<file path="src/rtl/hex_digit_scanner_if.sv">
// Display-side bus of the hex digit scanner: load/value/blank_lz requests in,
// multiplexed digit code, one-hot select, blank flag and frame/commit strobes out.
// master = display controller (drives requests), slave = scanner (drives display signals).
interface hex_digit_scanner_if #(
  parameter int NUM_DIGITS = 4
);
  logic                      load;
  logic [4*NUM_DIGITS-1:0]   value;
  logic                      blank_lz;
  logic [3:0]                digit;
  logic [NUM_DIGITS-1:0]     digit_sel;
  logic                      blank;
  logic                      frame_done;
  logic                      load_ack;

  modport master (
    output load, value, blank_lz,
    input  digit, digit_sel, blank, frame_done, load_ack
  );

  modport slave (
    input  load, value, blank_lz,
    output digit, digit_sel, blank, frame_done, load_ack
  );
endinterface

</file>
<file path="src/rtl/hex_digit_scanner.sv">
// Time-multiplexes a NUM_DIGITS-wide hex value onto one shared 4-bit digit bus.
// Each digit is held PRESCALE cycles; outputs are registered, one cycle behind scan state.
// load is never back-pressured: last write before a frame boundary wins, one load_ack per commit.
// Ports: clock/reset (sync, active-high); bus.slave carries load/value/blank_lz in and
// digit/digit_sel/blank/frame_done/load_ack out.
module hex_digit_scanner #(
  parameter int NUM_DIGITS = 4,
  parameter int PRESCALE   = 50000
) (
  input  logic                 clock,
  input  logic                 reset,
  hex_digit_scanner_if.slave   bus
);

  localparam int CW = (PRESCALE > 1) ? $clog2(PRESCALE) : 1;
  localparam int IW = (NUM_DIGITS > 1) ? $clog2(NUM_DIGITS) : 1;
  localparam int VW = 4 * NUM_DIGITS;

  localparam logic [CW-1:0] CNT_MAX = CW'(PRESCALE - 1);
  localparam logic [IW-1:0] IDX_MAX = IW'(NUM_DIGITS - 1);

  // Scan state
  logic [CW-1:0]         cnt_q, cnt_d;
  logic [IW-1:0]         idx_q, idx_d;
  // Double buffer: pend_q collects loads, disp_q is what is being scanned out
  logic [VW-1:0]         pend_q, pend_d;
  logic                  pend_vld_q, pend_vld_d;
  logic [VW-1:0]         disp_q, disp_d;
  // Wrap/commit events, delayed one stage so the strobes line up with the
  // registered digit_sel returning to bit 0 and the new value appearing
  logic                  wrap_q, wrap_d;
  logic                  ack_q, ack_d;
  // Output registers
  logic [3:0]            digit_q, digit_d;
  logic [NUM_DIGITS-1:0] sel_q, sel_d;
  logic                  blank_q, blank_d;
  logic                  frame_done_q, frame_done_d;
  logic                  load_ack_q, load_ack_d;

  logic tick;
  logic boundary;
  logic nz_above;

  assign tick     = (cnt_q == CNT_MAX);
  assign boundary = tick && (idx_q == IDX_MAX);

  always_comb begin
    cnt_d        = tick ? '0 : cnt_q + 1'b1;
    idx_d        = idx_q;
    pend_d       = pend_q;
    pend_vld_d   = pend_vld_q;
    disp_d       = disp_q;
    wrap_d       = boundary;
    ack_d        = boundary && pend_vld_q;
    frame_done_d = wrap_q;
    load_ack_d   = ack_q;

    if (tick) begin
      idx_d = (idx_q == IDX_MAX) ? '0 : idx_q + 1'b1;
    end

    // Commit uses pend_q as it was before this edge; a load on the same
    // edge still lands in pend_q and keeps the pending flag set.
    if (boundary && pend_vld_q) begin
      disp_d     = pend_q;
      pend_vld_d = 1'b0;
    end
    if (bus.load) begin
      pend_d     = bus.value;
      pend_vld_d = 1'b1;
    end

    digit_d = disp_q[4*idx_q +: 4];
    sel_d   = NUM_DIGITS'(1) << idx_q;

    // Leading-zero test: any non-zero nibble at or above the current digit
    nz_above = 1'b0;
    for (int i = 0; i < NUM_DIGITS; i++) begin
      if ((i >= int'(idx_q)) && (disp_q[4*i +: 4] != 4'h0)) begin
        nz_above = 1'b1;
      end
    end
    blank_d = bus.blank_lz && (idx_q != '0) && !nz_above;
  end

  always_ff @(posedge clock) begin
    if (reset) begin
      cnt_q        <= '0;
      idx_q        <= '0;
      pend_q       <= '0;
      pend_vld_q   <= 1'b0;
      disp_q       <= '0;
      wrap_q       <= 1'b0;
      ack_q        <= 1'b0;
      digit_q      <= 4'h0;
      sel_q        <= '0;
      blank_q      <= 1'b1;
      frame_done_q <= 1'b0;
      load_ack_q   <= 1'b0;
    end else begin
      cnt_q        <= cnt_d;
      idx_q        <= idx_d;
      pend_q       <= pend_d;
      pend_vld_q   <= pend_vld_d;
      disp_q       <= disp_d;
      wrap_q       <= wrap_d;
      ack_q        <= ack_d;
      digit_q      <= digit_d;
      sel_q        <= sel_d;
      blank_q      <= blank_d;
      frame_done_q <= frame_done_d;
      load_ack_q   <= load_ack_d;
    end
  end

  assign bus.digit      = digit_q;
  assign bus.digit_sel  = sel_q;
  assign bus.blank      = blank_q;
  assign bus.frame_done = frame_done_q;
  assign bus.load_ack   = load_ack_q;

endmodule

</file>
<file path="src/flat_wrapper.sv">
// flat-port wrapper written by rule: the top's interface ports become plain ports
module hex_digit_scanner_flat 
#(
  parameter int NUM_DIGITS = 4,
  parameter int PRESCALE   = 50000
)
  (clock, reset, bus_load, bus_value, bus_blank_lz, bus_digit, bus_digit_sel, bus_blank, bus_frame_done, bus_load_ack);
  hex_digit_scanner_if #(.NUM_DIGITS(NUM_DIGITS)) bus_i ();
  input  logic clock;
  input  logic reset;
  input wire logic [$bits(bus_i.load)-1:0] bus_load;
  input wire logic [$bits(bus_i.value)-1:0] bus_value;
  input wire logic [$bits(bus_i.blank_lz)-1:0] bus_blank_lz;
  output wire logic [$bits(bus_i.digit)-1:0] bus_digit;
  output wire logic [$bits(bus_i.digit_sel)-1:0] bus_digit_sel;
  output wire logic [$bits(bus_i.blank)-1:0] bus_blank;
  output wire logic [$bits(bus_i.frame_done)-1:0] bus_frame_done;
  output wire logic [$bits(bus_i.load_ack)-1:0] bus_load_ack;
  assign bus_i.load = bus_load;
  assign bus_i.value = bus_value;
  assign bus_i.blank_lz = bus_blank_lz;
  assign bus_digit = bus_i.digit;
  assign bus_digit_sel = bus_i.digit_sel;
  assign bus_blank = bus_i.blank;
  assign bus_frame_done = bus_i.frame_done;
  assign bus_load_ack = bus_i.load_ack;
  hex_digit_scanner #(.NUM_DIGITS(NUM_DIGITS), .PRESCALE(PRESCALE)) u_core (.clock(clock), .reset(reset), .bus(bus_i));
endmodule
</file>
<file path="config.mk">
export PLATFORM = sky130hd
export DESIGN_NAME = hex_digit_scanner_flat
export DESIGN_NICKNAME = d
export VERILOG_FILES = /design/src/rtl/hex_digit_scanner_if.sv /design/src/rtl/hex_digit_scanner.sv /design/src/flat_wrapper.sv
export SDC_FILE = /design/constraint.sdc
export NUM_CORES = 1
export LEC_CHECK = 0
export BUFFER_PORTS_ARGS = -buffer_cell sky130_fd_sc_hd__buf_2
export CORE_MARGIN = 2
export CORE_UTILIZATION = 50
export CTS_CLUSTER_SIZE = 12
export DETAILED_ROUTE_END_ITERATION = 10
export PLACE_DENSITY = 0.78
export SETUP_SLACK_MARGIN = 0.4
export SYNTH_ARGS = -nofsm -noshare
export SYNTH_HDL_FRONTEND = slang
export SYNTH_SLANG_ARGS = --single-unit
export TNS_END_PERCENT = 10
</file>
<file path="constraint.sdc">
create_clock -name clock -period 3.4 [get_ports clock]
set_input_delay 0.51 -clock clock [delete_from_list [all_inputs] [get_ports clock]]
set_output_delay 0.51 -clock clock [all_outputs]
set_load 0.03 [all_outputs]
</file>
==> key figures <==
Run status
  • Status: finished, final reports clean

Final layout
  • Commonest non-fill, non-tap cell in the layout: dfxtp_1
  • Final instance area: 2980 sq um
  • Area Growth Syn to Fin: 14.3%
  • Share of cells above drive strength 1: 15.6%
  • Diodes inserted: 0
  • Most frequent cells in the layout: dfxtp_1 (64), nor2_1 (40), nand2b_1 (33), mux2i_1 (32), buf_2 (30)
  • Post-Layout Cell Count: 371
  • Layout net count: 320
  • FILL cells: 459
  • Storage element area: 1280 sq um
  • Multi-input gate area: 1230 sq um

Worst setup path
  • Reg2reg path depth: 4
  • CP Cell Sequence: or4b_1, or4_1, nand2b_1, nor2_1
  • Required time worst endpoint: 3600 ps
  • CP Max Fanout: 15
  • Worst stage delay on the critical path: 690 ps
  • R2r setup slk: 1090 ps
  • Critical path class: flip-flop to flip-flop
  • Slowest-stage cell, CP: or4_1
  • Crit end category: flip-flop
  • WP data arrival: 2510 ps
  • Crit path launch type: flip-flop

Min path
  • Hold depth: 3
  • Worst hold path type: input port to flip-flop

Placed design
  • Dpl cells: 355
  • Detailed placement HPWL: 3.06 mm
  • Placed inst area: 2780 sq um
  • IO Port Bufs: 30
  • Global placer's final weighted congestion: 0.786

Synth
  • Register area share after synthesis: 49.2%
  • Post-Syn Area: 2600 sq um
  • XOR/XNOR Fraction of Synth Area: 4.71%
  • Yosys reg bits: 64
  • Ranking of synthesized cells by area: dfxtp_1 (49%), mux2i_1 (12%), nand2b_1 (7.9%)
  • Mux contribution to synthesized area: 12.3%
  • Number of distinct library cells after synthesis: 29
  • Synth warn: 0
  • Simple-Gate Fraction of Synth Area: 25.3%
  • Post-synthesis compound-gate area fraction: 3.22%
  • Adder-Cell Fraction of Synth Area: 1.92%
  • Synth Net Count: 290
  • Synth Area per Inst: 9.79 sq um
  • Post-synthesis cell count: 266
  • Leading area contributor after synthesis: dfxtp_1
  • Post-synth top area share: 49.2%
  • Largest family of logic cells by synthesized area: simple AND/OR/NAND/NOR gates

Drt
  • DR vias: 1856
  • WL final: 4.59 mm
  • DRT iter0 DRCs: 100
  • Detailed Routing Iterations Pass 1: 4
  • DRC errors left: 0
  • Final ANT Viol Nets: 0
  • Vias per std cell: 5.00
  • Per-cell routed wire length: 12.4 um

Floorplan
  • Die area: 5800 sq um
  • Die Width: 76.2 um
  • FP Rows: 26
  • # IOs: 31
  • Core ar.: 5070 sq um
  • Die height: 76.2 um
  • Starting density of the core: 51.3%

Clock network
  • H-tree Lvls: 3
  • TritonCTS clock tree: yes
  • Post-cts gate resize count: 0
  • Longest Clk Path Bufs: 2
  • CTS Sinks: 64
  • CTS buffer count: 9
  • # Post-CTS Setup Buffers: 0
  • Hold_buf cts: 0
  • Clk_lat worst skew: 340 ps
  • CTS root buffer: clkbuf_8
  • Clk slew on worst S/H paths: 70 ps

Timing
  • Clk_skew: 10.9 ps
  • Final Hold Viols: 0
  • Slew HR: 62.9%
  • Unrepaired setup endpoints after global routing: false
  • Min Hold Slack: 405 ps
  • Final setup TNS: 0 ps
  • Fin crit share: 68.0%
  • Max Slew Vio Count: 0
  • Fmax: 0.433 GHz
  • Setup violators final: 0
  • Minimum clock period: 2310 ps
  • Worst-margin pin slew: 552 ps

Global route
  • First-pass GRT wire length: 7.82 mm
  • Initial antenna violation count: 0
  • Vias in the first global route: 1741
  • Largest net degree at the start of global routing: 38
  • GRT Util Overall: 17.0%
  • Total gr overflow: 0

Power and ir drop
  • P_leak: 1.15 nW
  • Peak supply drop: 0.000221 V
  • PwrDens: 495 nW/um^2

Job
  • Max-cap check violation count: 0
stage by stage:
step | setup WS [ps] | total power (W) | utilization [%]
floorplan | 1330 | 0.000839 | -
global placement | 1170 | 0.000857 | 54.8
detailed placement | 1070 | 0.000859 | 54.8
CTS | 1060 | 0.00149 | 58.7
global route | 921 | 0.00153 | 58.7
finish | 1090 | 0.00147 | 58.7
metal layers:
| metal | up-vias | wire length [um] | track usage (%) |
|---|---|---|---|
| met5 | - | 0 | 0 |
| met4 | 0 | 112 | 11.1 |
| met3 | 11 | 198 | 3.91 |
| met2 | 47 | 2050 | 25.7 |
| met1 | 836 | 2230 | 22.0 |
| li1 | 962 | - | - |
Yosys cell counts:
library cell	instances
buf_2	1
nor2_8	1
mux2i_1	32
ha_1	4
xor2_1	2
nand2b_1	33
dfxtp_1	64
a22oi_1	8
or4b_1	1
nor2b_1	2
nand3_1	8
inv_1	5
or4bb_1	3
nand4_1	3
nor4_1	7
or4_1	1
nor3b_1	2
o21bai_1	1
buf_12	1
or3_1	1
nand3b_1	1
nor3_1	9
a21oi_1	2
nor2_1	40
o22ai_1	1
buf_6	1
clkbuf_1	9
xnor2_1	12
nand2_1	11
sequential cells by signal (all words and copies together) (netlist names):
| register | count |
|---|---|
| u_core.bus.digit | 4 |
| u_core.bus.load_ack | 1 |
| u_core.idx_q | 2 |
| u_core.frame_done_d | 1 |
| u_core.cnt_q | 16 |
| u_core.pend_q | 16 |
| u_core.ack_q | 1 |
| u_core.disp_q | 16 |
| u_core.bus.blank | 1 |
| u_core.bus.frame_done | 1 |
| u_core.pend_vld_q | 1 |
| u_core.bus.digit_sel | 4 |
critical path, delay by kind of cell, from the launching register on:
kind	cells	cell delay, ps
AND/OR/NAND/NOR	4	1830
flip-flops	1	340
logic make-up (layout without fill, tap and decap cells):
| family | after synthesis | count (layout) |
|---|---|---|
| muxes | 32 | 32 |
| xor gates and xnor gates | 14 | 14 |
| adders and majority gates | 4 | 4 |
| and+or+nand+nor | 123 | 123 |
| AOI/OAI and AO/OA | 12 | 12 |
| buffers and inverters | 17 | 52 |
| DFF | 64 | 64 |
power by group:
group	internal [W]	switching (W)	total, W
Clock	0.000357	0.000276	0.000633
Sequential	0.000766	0.00000975	0.000776
Combinational	0.0000316	0.0000344	0.0000660
final timing paths:
path | from | end
worst min-delay path | bus_value[5] | u_core.pend_q[5]
worst max register to register | u_core.cnt_q[13] | u_core.cnt_q[3]
worst min register to register | u_core.frame_done_d | u_core.bus.frame_done
worst max-delay path | u_core.cnt_q[13] | u_core.cnt_q[3]
area by class of cell:
class	instances	share of cell area (%)
inverters	5	0.630
clock inverters	5	1.89
clock buffers	11	4.75
well taps	70	2.94
flip-flops and latches	64	43.0
repair buffers	31	5.29
multi-input cells	185	41.5
No activity file was read; power rests on OpenSTA's default activity.
